### config.mk
export PLATFORM = sky130hd
export DESIGN_NAME = div_128by64_seq
export DESIGN_NICKNAME = d
export VERILOG_FILES = /design/src/rtl/div_128by64_seq.sv
export SDC_FILE = /design/constraint.sdc
export NUM_CORES = 1
export LEC_CHECK = 0
export CORE_MARGIN = 2
export CORE_UTILIZATION = 55
export CTS_CLUSTER_DIAMETER = 60
export DETAILED_ROUTE_END_ITERATION = 8
export DONT_BUFFER_PORTS = 1
export GPL_ROUTABILITY_DRIVEN = 0
export PLACE_DENSITY = 0.74
export SETUP_SLACK_MARGIN = 0.02
export SYNTH_ARGS = -nofsm -noshare
export SYNTH_HDL_FRONTEND = slang
export SYNTH_SLANG_ARGS = --single-unit
### constraint.sdc
create_clock -name clk -period 3.9 [get_ports clk]
set_input_delay 0.39 -clock clk [delete_from_list [all_inputs] [get_ports clk]]
set_output_delay 0.39 -clock clk [all_outputs]
set_load 0.1 [all_outputs]
### src/rtl/div_128by64_seq.sv
// div_128by64_seq: radix-2 restoring divider, 2*WIDTH-bit dividend by WIDTH-bit divisor,
// one quotient bit per clock with valid/ready handshakes on both sides.
module div_128by64_seq #(
    parameter int WIDTH = 64
) (
    input  logic               clk,
    input  logic               rst_n,
    input  logic               in_valid,
    output logic               in_ready,
    input  logic [2*WIDTH-1:0] dividend,
    input  logic [WIDTH-1:0]   divisor,
    output logic               out_valid,
    input  logic               out_ready,
    output logic [WIDTH-1:0]   quotient,
    output logic [WIDTH-1:0]   remainder,
    output logic               div_by_zero,
    output logic               overflow
);
    localparam int CW = $clog2(WIDTH);
    localparam logic [1:0] IDLE = 2'd0, CHECK = 2'd1, RUN = 2'd2, DONE = 2'd3;

    logic [1:0]       state_q, state_d;
    logic [WIDTH-1:0] d_q, d_d, r_q, r_d, q_q, q_d;
    logic [WIDTH-1:0] quo_q, quo_d, rem_q, rem_d;
    logic             dbz_q, dbz_d, ovf_q, ovf_d;
    logic [CW-1:0]    cnt_q, cnt_d;
    logic [WIDTH:0]   t;
    logic             ge;
    logic [WIDTH-1:0] r_step, q_step;

    // R < D is invariant in RUN, so the subtraction never needs the carry bit
    assign t      = {r_q, q_q[WIDTH-1]};
    assign ge     = t >= {1'b0, d_q};
    assign r_step = ge ? WIDTH'(t - {1'b0, d_q}) : t[WIDTH-1:0];
    assign q_step = {q_q[WIDTH-2:0], ge};

    always_comb begin
        state_d = state_q;
        d_d     = d_q;
        r_d     = r_q;
        q_d     = q_q;
        cnt_d   = cnt_q;
        quo_d   = quo_q;
        rem_d   = rem_q;
        dbz_d   = dbz_q;
        ovf_d   = ovf_q;
        case (state_q)
            IDLE: if (in_valid) begin
                d_d     = divisor;
                r_d     = dividend[2*WIDTH-1:WIDTH];
                q_d     = dividend[WIDTH-1:0];
                state_d = CHECK;
            end
            CHECK: begin
                if (d_q == '0 || r_q >= d_q) begin
                    dbz_d   = d_q == '0;
                    ovf_d   = d_q != '0;
                    quo_d   = '1;
                    rem_d   = q_q;
                    state_d = DONE;
                end else begin
                    cnt_d   = CW'(WIDTH - 1);
                    state_d = RUN;
                end
            end
            RUN: begin
                r_d   = r_step;
                q_d   = q_step;
                cnt_d = cnt_q - 1'b1;
                if (cnt_q == '0) begin
                    quo_d   = q_step;
                    rem_d   = r_step;
                    dbz_d   = 1'b0;
                    ovf_d   = 1'b0;
                    state_d = DONE;
                end
            end
            default: if (out_ready) state_d = IDLE;
        endcase
    end

    always_ff @(posedge clk or negedge rst_n) begin
        if (!rst_n) begin
            state_q <= IDLE;
            d_q     <= '0;
            r_q     <= '0;
            q_q     <= '0;
            cnt_q   <= '0;
            quo_q   <= '0;
            rem_q   <= '0;
            dbz_q   <= 1'b0;
            ovf_q   <= 1'b0;
        end else begin
            state_q <= state_d;
            d_q     <= d_d;
            r_q     <= r_d;
            q_q     <= q_d;
            cnt_q   <= cnt_d;
            quo_q   <= quo_d;
            rem_q   <= rem_d;
            dbz_q   <= dbz_d;
            ovf_q   <= ovf_d;
        end
    end

    assign in_ready    = state_q == IDLE;
    assign out_valid   = state_q == DONE;
    assign quotient    = quo_q;
    assign remainder   = rem_q;
    assign div_by_zero = dbz_q;
    assign overflow    = ovf_q;
endmodule

* Yosys cells after proc, flatten, opt, wreduce, memory -nomap -nowiden
Cells that the tools add are included.
** Storage, ports and cells
- Output and inout bits :: 132
- Register bits after elaboration :: 330
- Input port bits :: 196
** Operators by class
- Mux-type cells :: 23
- Order comparisons :: 2
- Reduce and logical (&&, ||, !) cells :: 13
- $add $sub $neg :: 2
- Equality and inequality tests :: 7
** Operators with widths (number)
- $pmux 64 s2 :: 4
- $mux 64 :: 7
- $ge 65x64->1 :: 1
- $ge 64x64->1 :: 1
- $logic_not 64->1 :: 1
- $reduce_bool 64->1 :: 1
- $sub 64x64->64 :: 1
- $pmux 6 s2 :: 1
- $ne 2x2->1 const B :: 4
- $logic_not 6->1 :: 1
- $mux 2 :: 3
- $mux 6 :: 1
- $pmux 2 s3 :: 1
- $reduce_and 2->1 :: 3
- $reduce_and 3->1 :: 2
- $sub 6x1->6 const B :: 1
- $eq 2x2->1 const B :: 2
- $mux 1 :: 4
- $pmux 1 s2 :: 2
- $reduce_bool 2->1 :: 2
- $reduce_bool 4->1 :: 1
- $eq 2x1->1 const B :: 1
- $logic_not 2->1 :: 1
- $logic_or 1x1->1 :: 1

* Longest topological paths before layout
Gate-level depths: netlist (run 1).
- Depth in word-level cells :: 4
- Gate-level depth with buffers :: 16

* Worst setup path after synthesis (run 1)
No wires, ideal clock.
- Kind :: flip-flop to flip-flop
- Start point :: register d_q[0]
- End point :: register r_q[56]
- Buffers on the path :: 0
- Arrival time :: 2.992 ns
- Slack :: 0.832 ns
- Required time :: 3.824 ns
- Setup time :: 0.076 ns
- Cell stages (with the launch flop) :: 13
- Clock period less this slack :: 3.068 ns
- Cells stage by stage :: dfrtp_1 ha_1 fa_1 nand2b_1 a21oi_1 nor2b_1 o21ai_1 a311oi_1 nor4b_1 o21ai_1 a211o_1 a41o_1 o21ai_1
** On the way
- Word-level cells in the longest chain between the ends :: 3
- Elaborated cells between the ends (all ways) :: 4
- Classes of those cells :: add/sub: 1; order compare: 1; mux: 2
** Ends and longest elaborated chain
- from (decl) :: RTL line 23 : logic [WIDTH-1:0] d_q, d_d, r_q, r_d, q_q, q_d;
- from (signal assigned) :: RTL line 85 : d_q <= '0;
- from (signal assigned) :: RTL line 95 : d_q <= d_d;
- $sub 64x64->64 / $ge 65x64->1 (equally long branches) :: RTL line 34, 33
- $mux 64 (*) :: RTL line 34 : assign r_step = ge ? WIDTH'(t - {1'b0, d_q}) : t[WIDTH-1:0];
- $pmux 64 s2 (*) :: RTL line 47 : case (state_q)
- to (signal assigned) :: RTL line 96 : r_q <= r_d;
- to (decl) :: RTL line 23
Every way passes the cells marked *; elsewhere a longest branch is shown, timed or not.
A chain may end at the register's enable or synchronous reset.

* Worst setup path after layout (run 1)
- Start point :: register d_q[10]
- End point :: register r_q[22]
The elaborated chain is that of the path after synthesis.

==> impl_metrics.json, run 1 <==
{
  "via_per_inst": 6.353,
  "slew_headroom": 0.05785,
  "nFillCells": 3090,
  "syn_to_final_growth_pct": 12.41,
  "worst_setup_path_end_kind": "register",
  "cp-start-kind": "register",
  "reg2reg_depth": 13,
  "hold_ws_ns": -0.4659,
  "cts-hold-fix-buffers": 67,
  "clk_latency_ns": 0.56,
  "fin_util": 0.6295,
  "layout.cells.non_filler": 2829,
  "synth_edf_count": 0,
  "synth_cells": 2312,
  "antenna_found_initial": 9,
  "clockRootBuffer": "clkbuf_16",
  "grt_usage": 0.3270,
  "grt_max_degree": 331,
  "vias": 17970,
  "rows": 70,
  "arrival_ns": 4.14,
  "clockBufferDepth": 3,
  "placedCellCount": 2677,
  "path_clk_slew_ns": 0.07,
  "routed_wl_um": 64750,
  "die_h_um": 197.3,
  "drt-wirelength-per-cell_um": 22.89,
  "initial_core_util": 0.5600,
  "synth_area_um2": 20550,
  "cts_tree": "yes",
  "ys.flop_type": "dfrtp_1",
  "yosysWarnings": 0,
  "synthesis.nets": 2644,
  "finalCriticalPeriod_ns": 3.726,
  "fp.coreArea_um2": 36700,
  "worst-setup-path-type": "register to register",
  "status": "complete, but fails checks",
  "setup_violations": 0,
  "synth_cell_types": 78,
  "die_width_um": 197.3,
  "skew_ns": 0.02611,
  "final_max_slew_viol_count": 0,
  "avgSynthCellArea_um2": 8.888,
  "min_path_type": "input port to async pin",
  "nNetsFinal": 2656,
  "ant_nets": 0,
  "ios": 328,
  "async_flop_share": 1.000,
  "min_period_over_period": 0.9555,
  "synth_top_area_share": 0.4019,
  "rsz0062_at_grt": "yes",
  "cts_buffers": 41,
  "ff2ff_setup_slack_ns": 0.17,
  "dp_hpwl_um": 47240,
  "max-cap-violations": 0,
  "worst-path-max-fanout": 32,
  "violations": "negative hold slack",
  "synth_seq_area_share": 0.4019,
  "synth-seq-cells": 330,
  "io_buffers": 0,
  "synthTopCellsByArea": "dfrtp_1, ha_1, nor2_1",
  "drtIter0Drc": 1618,
  "drt_pass1_iterations": 5,
  "worstPathRequired_ns": 4.31,
  "post_route_cells_drive_above_1_share": 0.08790,
  "fin_setup_tns_ns": 0,
  "hold_viol": 330,
  "die_area_um2": 38930,
  "grt_overflow": 0,
  "cts_sinks": 330,
  "drc": 0,
  "grt_pass1_wl_um": 99390,
  "yosysTopAreaCell": "dfrtp_1",
  "grt_pass1_vias": 17620,
  "timing.fmax_mhz": 268.4,
  "worst_slew_pin_slew_ns": 1.413,
  "ctsHtreeMaxLevel": 2
}
[timing repair]
action	4_1_cts	5_1_grt
resized for setup	0	3
endpoints found under the setup margin	0	16
endpoints found under the hold margin	397	330
buffers inserted	0	4
[registers in the layout, summed over array words and instances, names as in the netlist]
register and count:
overflow 1, state_q 2, remainder 64, quotient 64, cnt_q 6, div_by_zero 1, d_q 64, r_q 64
q_q 64
[synth_stat cells, types with 25 or more instances]
| master | number |
|---|---|
| o211ai_1 | 58 |
| ha_1 | 135 |
| a21oi_1 | 118 |
| a22o_1 | 92 |
| xor2_1 | 25 |
| and3_1 | 25 |
| nand4_1 | 31 |
| nand2_1 | 278 |
| inv_1 | 90 |
| mux2_2 | 69 |
| o21ai_0 | 202 |
| nor2_1 | 311 |
| xnor2_1 | 29 |
| mux2i_1 | 65 |
| dfrtp_1 | 330 |
| a21o_1 | 56 |
| clkbuf_1 | 103 |
[worst max-delay path, cell delays in order, from the launching register on]
cell and delay, ns:
dfrtp_1 0.36, inv_1 0.07, ha_1 0.38, a21oi_1 0.38, o21ai_0 0.18, a32o_1 0.22
a21oi_1 0.26, a211oi_2 0.14, nor2_1 0.30, o21ba_4 0.36, buf_12 0.22, nor2_1 0.07
a211oi_1 0.46, o21ai_0 0.17
[final cells by class]
cell class                      count  area [um^2]  share of cell area
Antenna cell                        6        15.01           0.0006499
Clock inverter                     22        255.2             0.01105
Sequential cell                   330         8258              0.3575
Clock buffer                       52         1157             0.05010
Timing Repair Buffer              106         1064             0.04604
Tap cell                          468        585.6             0.02535
Multi-Input combinational cell   1755        11430              0.4947
Inverter                           90        339.1             0.01468
[metrics by stage]
stage | worst slack [ns] | instance area [um^2]
4_1_cts | 0.1827 | 23030
5_1_grt | 0.001957 | 23090
3_5_place_dp | 0.2004 | 20950
6_report | 0.1736 | 23100
2_1_floorplan | 0.8318 | 20550
3_3_place_gp | 0.2400 | 20950
[cell families (layout without fill, tap and decap cells)]
family	Yosys count	after routing	synth area share
flip-flops	330	330	0.4019
adder cells (fa/ha/maj)	136	136	0.08317
AND/OR/NAND/NOR	768	768	0.1625
AO/OA/AOI/OAI	662	663	0.2151
XOR/XNOR	54	54	0.02301
other	0	6	0
buffers and inverters	228	270	0.04487
multiplexers	134	134	0.06947
[cell usage in the layout (no fill, tap or decap), types with 10 or more instances in the layout]
cell type	netlist	final
clkbuf_16	0	41
o21ai_0	202	201
a21oi_1	118	118
xor2_1	25	25
ha_1	135	133
nand2_1	278	277
nor2_1	311	311
mux2i_1	65	65
a21o_1	56	56
inv_1	90	89
mux2_2	69	69
a31oi_1	13	13
o21bai_1	11	11
nand2b_1	17	17
xnor2_1	29	29
clkinv_2	0	10
nor2b_1	13	13
buf_4	0	31
nor3_1	20	20
nand3_1	19	19
and3_1	25	25
nand4_1	31	31
a211oi_1	13	13
nor4_1	22	22
a22o_1	92	92
o31ai_1	10	10
dlygate4sd3_1	0	67
dfrtp_1	330	330
o211ai_1	58	58
[per-layer routing]
layer	part of all wire	vias up	global-route usage
li1	-	8314	-
met1	0.41	8632	0.4288
met2	0.45	872	0.5124
met3	0.10	150	0.09869
met4	0.035	4	0.1211
met5	0.00037	-	0
[worst paths after layout]
kind / start / end
min in group clk: dividend[1] / q_q[1]
hold / removal: rst_n / q_q[58]
hold reg to reg: q_q[46] / q_q[46]
max in group asynchronous: rst_n / q_q[7]
setup reg to reg: d_q[10] / r_q[22]
setup / recovery: d_q[10] / r_q[22]
Power of run 1 is left out: the tool's default activity adds up to more than one toggle a clock period on the data nets, which glitch-free logic cannot reach.
==> inputs of run 2 (changes only) <==
Settings changed: RECOVER_POWER set to 100.
==> impl_metrics.json, run 2 (synthesized netlist as in run 1, its figures left out) <==
{
  "grt_usage": 0.3270,
  "cp-start-kind": "register",
  "hold_viol": 330,
  "cts_sinks": 330,
  "ctsHtreeMaxLevel": 2,
  "cts-hold-fix-buffers": 67,
  "final_common_cell": "dfrtp_1",
  "min_period_over_period": 0.9625,
  "grt_pass1_wl_um": 99390,
  "worst-setup-path-type": "register to register",
  "grt_max_degree": 331,
  "vias": 17970,
  "die_area_um2": 38930,
  "timing.fmax_mhz": 266.4,
  "worst_slew_pin_slew_ns": 1.601,
  "ant_nets": 0,
  "final_cell_mix": "dfrtp_1, nor2_1, nand2_1",
  "multi_input_area_um2": 11400,
  "clockRootBuffer": "clkbuf_16",
  "grt_overflow": 0,
  "dp_hpwl_um": 47240,
  "setup_violations": 0,
  "syn_to_final_growth_pct": 12.23,
  "grt_use_met3": 0.09869,
  "busiest_layer": "met2",
  "antenna_found_initial": 9,
  "nNetsFinal": 2656,
  "via_per_inst": 6.351,
  "violations": "negative hold slack, max-capacitance violations, max-slew violations",
  "worst-path-max-fanout": 32,
  "die_h_um": 197.3,
  "skew_ns": 0.02378,
  "rsz0062_at_grt": "yes",
  "cts_tree": "yes",
  "rows": 70,
  "slew_headroom": -0.06717,
  "worstPathRequired_ns": 4.31,
  "ios": 328,
  "worst_setup_path_end_kind": "register",
  "drtIter0Drc": 1557,
  "grt_pass1_vias": 17620,
  "drt-wirelength-per-cell_um": 22.88,
  "stdcell_area_um2": 23060,
  "io_buffers": 0,
  "cts_buffers": 41,
  "fin_setup_tns_ns": 0,
  "finalCriticalPeriod_ns": 3.754,
  "final_max_slew_viol_count": 26,
  "die_width_um": 197.3,
  "clockBufferDepth": 3,
  "fin_util": 0.6284,
  "arrival_ns": 4.17,
  "ff_latch_area_um2": 8258,
  "fp.coreArea_um2": 36700,
  "max-cap-violations": 1,
  "routed_wl_um": 64740,
  "initial_core_util": 0.5600,
  "place_area_um2": 20950,
  "status": "complete, but fails checks",
  "grt_use_met2": 0.5124,
  "grtUsageMet1": 0.4288,
  "drt_pass1_iterations": 6,
  "drc": 0,
  "nFillCells": 3098,
  "post_route_cells_drive_above_1_share": 0.08493,
  "path_clk_slew_ns": 0.07,
  "clk_latency_ns": 0.56,
  "min_path_type": "input port to async pin",
  "hold_ws_ns": -0.4644
}
==> run 2: area by class of cell <==
type	instances	share of cell area
multi-input cells	1755	0.4945
flip-flops and latches	330	0.3581
clock buffers	52	0.05018
repair buffers	106	0.04541
well taps	468	0.02539
inverters	90	0.01470
clock inverters	22	0.01107
diodes	6	0.0006510
==> run 2: worst paths after layout <==
path / start / to / slack, ns / cells past startpoint
setup / recovery: d_q[10] / r_q[22] / 0.15 / 13
hold / removal: rst_n / q_q[58] / -0.46 / 0
setup reg to reg: d_q[10] / r_q[22] / 0.15 / 13
hold reg to reg: q_q[46] / q_q[46] / 0.53 / 2
max in group asynchronous: rst_n / q_q[6] / 3.88 / 0
min in group clk: dividend[1] / q_q[1] / 0.02 / 2
==> run 2: stage by stage <==
stage / instances / setup slack, ns
after floorplan: 2312 / 0.8318
after global placement: 2677 / 0.2400
after detailed placement: 2677 / 0.2004
after CTS: 2818 / 0.1827
after global routing: 2825 / 0.001948
final: 2829 / 0.1462
==> run 2: worst max-delay path, stage by stage, from the launching register on <==
cell and delay, ns:
dfrtp_1 0.37, inv_1 0.07, ha_1 0.38, a21oi_1 0.37, o21ai_0 0.18, a32o_1 0.22
a21oi_1 0.26, a211oi_2 0.14, nor2_1 0.31, o21ba_4 0.36, buf_12 0.22, nor2_1 0.07
a211oi_1 0.47, o21ai_0 0.18
==> run 2: timing repair <==
item                                    CTS  global route
endpoints found under the setup margin    0            16
gates resized for setup                   0             3
hold endpoints to repair                397           330
setup buffers                             0             4
==> run 2: routing by layer <==
layer / up-vias / part of all wire
li1: 8319 / -
met4: 4 / 0.034
met5: - / 0.00034
met3: 140 / 0.10
met2: 849 / 0.45
met1: 8654 / 0.41
Power of run 2 is left out for the same reason.
